[src/rtl/pipe_ctrl_pkg.sv]
// Shared definitions for the pipeline sequencing controller: per-stage stall
// encodings, controller states and the multi-cycle counter width.
package pipe_ctrl_pkg;

  localparam int MC_CNT_W = 6;

  // Stall vectors, bit0 = PC up to bit5 = WB. Each hold freezes the named
  // stage and everything upstream of it.
  localparam logic [5:0] STALL_NONE = 6'b000000;
  localparam logic [5:0] STALL_ID   = 6'b000111;
  localparam logic [5:0] STALL_EX   = 6'b001111;
  localparam logic [5:0] STALL_MEM  = 6'b011111;

  typedef enum logic [1:0] {
    ST_RUN   = 2'd0,
    ST_MC    = 2'd1,
    ST_FLUSH = 2'd2
  } state_t;

  // A requested occupancy of zero cycles is treated as a single cycle.
  function automatic logic [MC_CNT_W-1:0] mc_len(input logic [MC_CNT_W-1:0] n);
    return (n == '0) ? MC_CNT_W'(1) : n;
  endfunction

endpackage

[src/rtl/pipe_mc_timer.sv]
// Occupancy counter for multi-cycle EX operations. Clear wins over load,
// load wins over decrement; the count never wraps below zero.
module pipe_mc_timer
  import pipe_ctrl_pkg::*;
(
  input  logic                clk,
  input  logic                clr_n,
  input  logic                load,
  input  logic [MC_CNT_W-1:0] load_val,
  input  logic                dec,
  input  logic                clear,
  output logic [MC_CNT_W-1:0] count,
  output logic                last
);

  // Counter register: clear, load or count down toward the final cycle.
  always_ff @(posedge clk or negedge clr_n) begin
    if (!clr_n)
      count <= '0;
    else if (clear)
      count <= '0;
    else if (load)
      count <= load_val;
    else if (dec && (count != '0))
      count <= count - MC_CNT_W'(1);
  end

  assign last = (count == MC_CNT_W'(1));

endmodule

[src/rtl/pipe_seq_ctrl.sv]
// Pipeline sequencing controller: generates per-stage stalls for load-use,
// multi-cycle EX ops and memory waits, and a one-cycle flush with redirect
// target on exceptions. Optional stall cycle counter under the macro
// PIPE_STALL_PERF_CNT_EN.
module pipe_seq_ctrl
  import pipe_ctrl_pkg::*;
(
  input  logic        clk,
  input  logic        clr_n,
  input  logic        stall_id_req,
  input  logic        mc_start,
  input  logic [5:0]  mc_cycles,
  input  logic        mem_wait,
  input  logic        exc_req,
  input  logic [31:0] exc_vec,
  output logic [5:0]  stall,
  output logic        flush,
  output logic [31:0] new_pc,
  output logic        mc_done,
  output logic        busy
`ifdef PIPE_STALL_PERF_CNT_EN
  ,
  output logic [31:0] stall_cnt
`endif
);

  state_t              state;
  state_t              state_next;
  logic [MC_CNT_W-1:0] mc_count;
  logic                mc_last;
  logic [MC_CNT_W-1:0] mc_load_val;
  logic                mc_load;
  logic                mc_dec;
  logic                mc_clear;
  logic                ex_stall;
  logic                mc_done_next;

  assign mc_load_val = mc_len(mc_cycles);

  // The op is accepted only from RUN; an exception kills it outright.
  assign mc_load  = (state == ST_RUN) && mc_start && !exc_req;
  assign mc_dec   = (state == ST_MC) && !mem_wait && !mc_last && !exc_req;
  assign mc_clear = exc_req || ((state == ST_MC) && mc_last && !mem_wait);

  // EX holds for the issue cycle plus every MC cycle before the final one,
  // giving exactly N EX-stall cycles in total.
  assign ex_stall = ((state == ST_RUN) && mc_start) || ((state == ST_MC) && !mc_last);

  // mc_done is registered, so it is armed one cycle early: when the counter is
  // about to reach its final cycle.
  assign mc_done_next = !exc_req &&
                        (((state == ST_RUN) && mc_start && (mc_load_val == MC_CNT_W'(1))) ||
                         ((state == ST_MC) && !mem_wait && (mc_count == MC_CNT_W'(2))));

  pipe_mc_timer u_mc_timer (
    .clk      (clk),
    .clr_n    (clr_n),
    .load     (mc_load),
    .load_val (mc_load_val),
    .dec      (mc_dec),
    .clear    (mc_clear),
    .count    (mc_count),
    .last     (mc_last)
  );

  // Next-state logic; an exception overrides everything from any state.
  always_comb begin
    state_next = state;
    case (state)
      ST_RUN:   if (exc_req) state_next = ST_FLUSH;
                else if (mc_start) state_next = ST_MC;
      ST_MC:    if (exc_req) state_next = ST_FLUSH;
                else if (mc_last && !mem_wait) state_next = ST_RUN;
      ST_FLUSH: state_next = exc_req ? ST_FLUSH : ST_RUN;
      default:  state_next = ST_RUN;
    endcase
  end

  // State register.
  always_ff @(posedge clk or negedge clr_n) begin
    if (!clr_n)
      state <= ST_RUN;
    else
      state <= state_next;
  end

  // Registered flush pulse, redirect target and completion pulse.
  always_ff @(posedge clk or negedge clr_n) begin
    if (!clr_n) begin
      flush   <= 1'b0;
      new_pc  <= '0;
      mc_done <= 1'b0;
    end else begin
      flush   <= exc_req;
      mc_done <= mc_done_next;
      if (exc_req)
        new_pc <= exc_vec;
    end
  end

  // Stall priority: exception (no hold) > memory wait > EX > load-use.
  always_comb begin
    stall = STALL_NONE;
    if (!clr_n)
      stall = STALL_NONE;
    else if (exc_req)
      stall = STALL_NONE;
    else if (mem_wait)
      stall = STALL_MEM;
    else if (ex_stall)
      stall = STALL_EX;
    else if (stall_id_req)
      stall = STALL_ID;
  end

  assign busy = (state != ST_RUN);

`ifdef PIPE_STALL_PERF_CNT_EN
  // Count every cycle with any stage held; wraps naturally at 2^32.
  always_ff @(posedge clk or negedge clr_n) begin
    if (!clr_n)
      stall_cnt <= '0;
    else if (stall != STALL_NONE)
      stall_cnt <= stall_cnt + 32'd1;
  end
`endif

endmodule

[config.mk]
export PLATFORM = sky130hd
export DESIGN_NAME = pipe_seq_ctrl
export DESIGN_NICKNAME = d
export VERILOG_FILES = /design/src/rtl/pipe_ctrl_pkg.sv /design/src/rtl/pipe_mc_timer.sv /design/src/rtl/pipe_seq_ctrl.sv
export SDC_FILE = /design/constraint.sdc
export NUM_CORES = 1
export LEC_CHECK = 0
export BUFFER_PORTS_ARGS = -buffer_cell sky130_fd_sc_hd__buf_4
export CORE_MARGIN = 10
export CORE_UTILIZATION = 48
export CTS_CLUSTER_DIAMETER = 30
export DETAILED_ROUTE_END_ITERATION = 10
export PLACE_DENSITY = 0.8
export SYNTH_ARGS = -nofsm -noshare
export SYNTH_HDL_FRONTEND = slang
export SYNTH_SLANG_ARGS = --single-unit
[constraint.sdc]
create_clock -name clk -period 2.4 [get_ports clk]
set_input_delay 0.36 -clock clk [delete_from_list [all_inputs] [get_ports clk]]
set_output_delay 0.36 -clock clk [all_outputs]
set_load 0.02 [all_outputs]
## After elaboration in Yosys (flattened, before gate mapping)

Cells that the tools add are included.

| storage, ports and cells | value |
|---|---|
| register bits | 42 |
| input port bits | 44 |
| output and inout port bits | 41 |

| cells by class | value |
|---|---|
| add/subtract/negate cells | 1 |
| eq/ne operators | 7 |
| mux-type cells | 15 |
| reductions and logical operators | 25 |

Operator list:

| kind | count |
|---|---|
| 6-bit two-way mux | 4 |
| 5-bit two-way mux | 3 |
| 1-bit logical AND | 13 |
| 6-bit by 1-bit == test with 1-bit output, second input constant | 2 |
| 2-bit two-way mux | 5 |
| 6-bit by 2-bit == test with 1-bit output, second input constant | 1 |
| 6-bit logical NOT | 1 |
| 2-bit one-hot mux with 3 select lines | 1 |
| 6-bit nonzero test | 1 |
| 6-bit by 1-bit subtractor with 6-bit output, second input constant | 1 |
| 4-bit two-way mux | 1 |
| 1-bit logical NOT | 3 |
| 1-bit logical OR | 3 |
| 3-bit two-way mux | 1 |
| 3-bit by 2-bit != test with 1-bit output, second input constant | 1 |
| 3-bit != test, second input constant | 1 |
| 3-bit nonzero test | 1 |
| 2-bit by 1-bit == test with 1-bit output, second input constant | 1 |
| 2-bit == test, second input constant | 1 |
| 2-bit logical NOT | 1 |
| 2-bit AND reduction | 1 |
| 2-bit nonzero test | 1 |

## Logic depth before layout (Yosys ltp)

| logic depth | value |
|---|---|
| depth after elaboration | 8 |
| mapped depth | 6 |

## Modules after synthesis

Synthesis repeated with hierarchy kept, for this count alone.

| unflattened totals | value |
|---|---|
| cell total of the unflattened synthesis | 164 |
| area total of the unflattened synthesis | 2053.2 um2 |

By module, submodules not included:

| module | times used | cells an instance | area each (um2) |
|---|---|---|---|
| pipe_seq_ctrl | 1 | 113 | 1561.5 |
| pipe_mc_timer | 1 | 51 | 491.7 |

## Least setup slack after synthesis

OpenSTA, ideal clock, no wires.

| timing path | value |
|---|---|
| path kind | register to output |
| start point | register u_mc_timer.count[2] |
| end point | output port stall[1] |
| data arrival time | 1.661 ns |
| setup slack | 0.379 ns |
| stages on the path, launching flop included | 7 |
| path buffers | 2 |
| path through | dfrtp_1 -> buf_2 -> nor4_4 -> nand2_1 -> a211oi_1 -> a21oi_1 -> buf_4 |

| on the way | value |
|---|---|
| longest elaborated chain between the ends | 8 |

RTL lines:

| item | RTL line | RTL |
|---|---|---|
| start, declared | pipe_mc_timer.sv:12 | `output logic [MC_CNT_W-1:0] count,` |
| start signal, assigned | pipe_mc_timer.sv:23 | `count <= load_val;` |
| start signal, assigned | pipe_mc_timer.sv:25 | `count <= count - MC_CNT_W'(1);` |
| 6-bit by 1-bit == test with 1-bit output | pipe_mc_timer.sv:28 | `assign last = (count == MC_CNT_W'(1));` |
| 1-bit logical NOT | pipe_seq_ctrl.sv:47 | `assign ex_stall = ((state == ST_RUN) && mc_start) \|\| ((state == ST_MC) && !mc_last);` |
| 1-bit logical AND | pipe_seq_ctrl.sv:47 |  |
| 1-bit logical OR | pipe_seq_ctrl.sv:47 |  |
| 4-bit two-way mux | pipe_seq_ctrl.sv:110 | `else if (ex_stall)` |
| 5-bit two-way mux | pipe_seq_ctrl.sv:108 | `else if (mem_wait)` |
| 5-bit two-way mux | pipe_seq_ctrl.sv:106 | `else if (exc_req)` |
| 5-bit two-way mux | pipe_seq_ctrl.sv:104 | `if (!clr_n)` |
| end, declared | pipe_seq_ctrl.sv:16 | `output logic [5:0] stall,` |

No other way between the ends.

## Worst setup path after layout

| timing path | value |
|---|---|
| start point | register u_mc_timer.count[3] |
| end point | output port stall[2] |

Same word-level chain as after synthesis.

==> metrics <==
Starting Density 0.506; ys flop type dfrtp_1; worst vdd ir 0.000534 V; total vias in the final route 1596; FFs w/ async S/R, synth 1.00; Crit Path Class register to output pin; CP endpoint kind output pin; Worst Max-Slew Pin Slew 533 ps; first-pass GRT wire length 8.63 mm; max-slew violation total from the final report 0; PwrDens 870 nW/um2; Cell Area, Synth 2050 um2; H-tree Lvls 2; routability cong. 0.882; IO buf count 83; post-CTS sizing 0; Die Width 85.4 um; Setup Viol. Count Final 0; Core Region 4060 um2; clock skew 2.15 ps; Syn. warnings 0; DIE HEIGHT 85.4 um; routed vias/inst 5.34; I/O pin total 85; number of distinct library cells after synthesis 46; FMAX 0.451 GHz; postcts setup bufs 0; Tightest Hold Check Type input pin to async pin; initial antenna violation count 0; # rows 23; nets@finish 299; status completed; CTS tree done; Fin. Hold Viols 0; final WL 5.18 mm; total die area 7290 um2; initial drt markers 172; sequential share of the synthesized area 0.512; routed len/inst 17.3 um; Final Instance Area 2780 um2; worst slack, placed 413 ps; number of global-route vias before repair 1641; Met1 Wirelength 2.13 mm; largest fanout on the critical path 6; clock buffer count from CTS 5; gr usage total 0.145; hpwl dp 3.96 mm; # hold bufs at CTS 0; Final period util 0.924; layout cell share with drive strength beyond 1 0.454; Reg clk slew, reported paths 80 ps; relative slew slack 0.644; P&R area growth vs syn 35.7%; Overflow after GRT 0; setup_tns 0 ps; Post-Syn Instances 166; DR pass1 iterations 4; Worst-Skew Late Latency 290 ps; Critical path origin u_mc_timer.count[3]; clk buf depth 2; worst setup margin 182 ps; Max-cap violations 0; root buf cell clkbuf_8; placed cell areas 2690 um2; WP data required 2040 ps; Max Used Layer met4; CTS Sinks 42; met2 wire length 2.37 mm; number of flops mapped to enable cells by yosys 0; RSZ-0062 raised after global routing false; final antenna-violating net count 0; diodes inserted 0; Worst EP arrival 1860 ps; syn avg cell area 12.4 um2; fin crit period 2220 ps; met3 WL 636 um; largest net degree at the start of global routing 43; Post-route DRC 0; leakage power 0.00131 uW; Mapped Nets 217; CP Launch Type register; worst r2r src state[0]; #FFs+latches synth 42
==> Yosys cell counts, types with 3 or more instances <==
library cell / count / area share
a21oi_1: 4 / 0.0098
buf_2: 3 / 0.0073
buf_4: 3 / 0.011
clkbuf_1: 3 / 0.0055
dfrtp_1: 42 / 0.51
ha_1: 7 / 0.043
inv_1: 12 / 0.022
mux2_1: 22 / 0.12
mux2_2: 11 / 0.060
nand2_1: 6 / 0.011
nor2_1: 6 / 0.011
o21ai_0: 4 / 0.0098
==> registers in the layout, indices dropped and copies added (netlist names) <==
register and flops:
new_pc 32, u_mc_timer.count 6, state 2, flush 1, mc_done 1
==> placed cells by master, fill, tap and decap left out, drive strengths merged, types with 2 or more instances in the layout <==
| cell type | n |
|---|---|
| buf | 85 |
| dfrtp | 42 |
| mux2 | 33 |
| inv | 12 |
| ha | 7 |
| nand2 | 6 |
| nor2 | 6 |
| clkbuf | 6 |
| a21oi | 5 |
| o21ai | 5 |
| nor4 | 4 |
| nand2b | 2 |
| nand3 | 2 |
| and3 | 2 |
| nor2b | 2 |
| or2 | 2 |
| nand4 | 2 |
| o31ai | 2 |
| a211oi | 2 |
| or3 | 2 |
| o41ai | 2 |
| clkinv | 2 |
==> critical path, stage by stage (launching register included) <==
cell      delay, ps
dfrtp_1         450
nor4_4          410
nand2_1         120
a211oi_2        260
a21oi_1         140
buf_4           180
==> cell families after synthesis <==
logic type / count (synthesis) / share of synthesized area
AND/OR/NAND/NOR: 35 / 0.110
flip-flops: 42 / 0.512
adder cells (fa/ha/maj): 7 / 0.0427
multiplexers: 33 / 0.181
other: 1 / 0.00183
buffers and inverters: 22 / 0.0512
AO/OA/AOI/OAI: 26 / 0.101
==> where the power goes <==
part	switching [uW]	internal [uW]
Clock	250	205
Combinational	544	467
Sequential	136	819
==> metrics by stage <==
stage | total power [uW] | std cells | hold WS (ps) | utilization
floorplan | 1640 | 166 | 64.4 | -
global placement | 1950 | 291 | 469 | 0.664
detailed placement | 1960 | 291 | 476 | 0.664
CTS | 2430 | 299 | 170 | 0.685
global route | 2590 | 299 | 186 | 0.686
finish | 2420 | 299 | 144 | 0.686
==> layout make-up <==
| cell class | instances | area (um2) |
|---|---|---|
| multi-input combinational | 102 | 901 |
| sequential | 42 | 1050 |
| clock inverter | 2 | 13.8 |
| clock buffer | 6 | 72.6 |
| tap | 50 | 62.6 |
| timing repair buffer | 85 | 638 |
| inverter | 12 | 45.0 |
| fill | 306 | 1270 |
==> final timing paths <==
check                      depth (start not counted)  slack, ps                   to
max                                                5        180             stall[2]
min                                                2        140             state[1]
max reg2reg                                        5        420  u_mc_timer.count[0]
min reg2reg                                        1        490           new_pc[31]
max in group asynchronous                          2       1880           new_pc[25]
min in group clk                                   2        270            new_pc[9]
==> per-layer routing <==
metal / track usage / vias up
li1: - / 751
met5: 0 / -
met1: 0.172 / 774
met4: 0.0359 / 0
met2: 0.221 / 67
met3: 0.0841 / 4
Power figures use the tool's default switching activity.
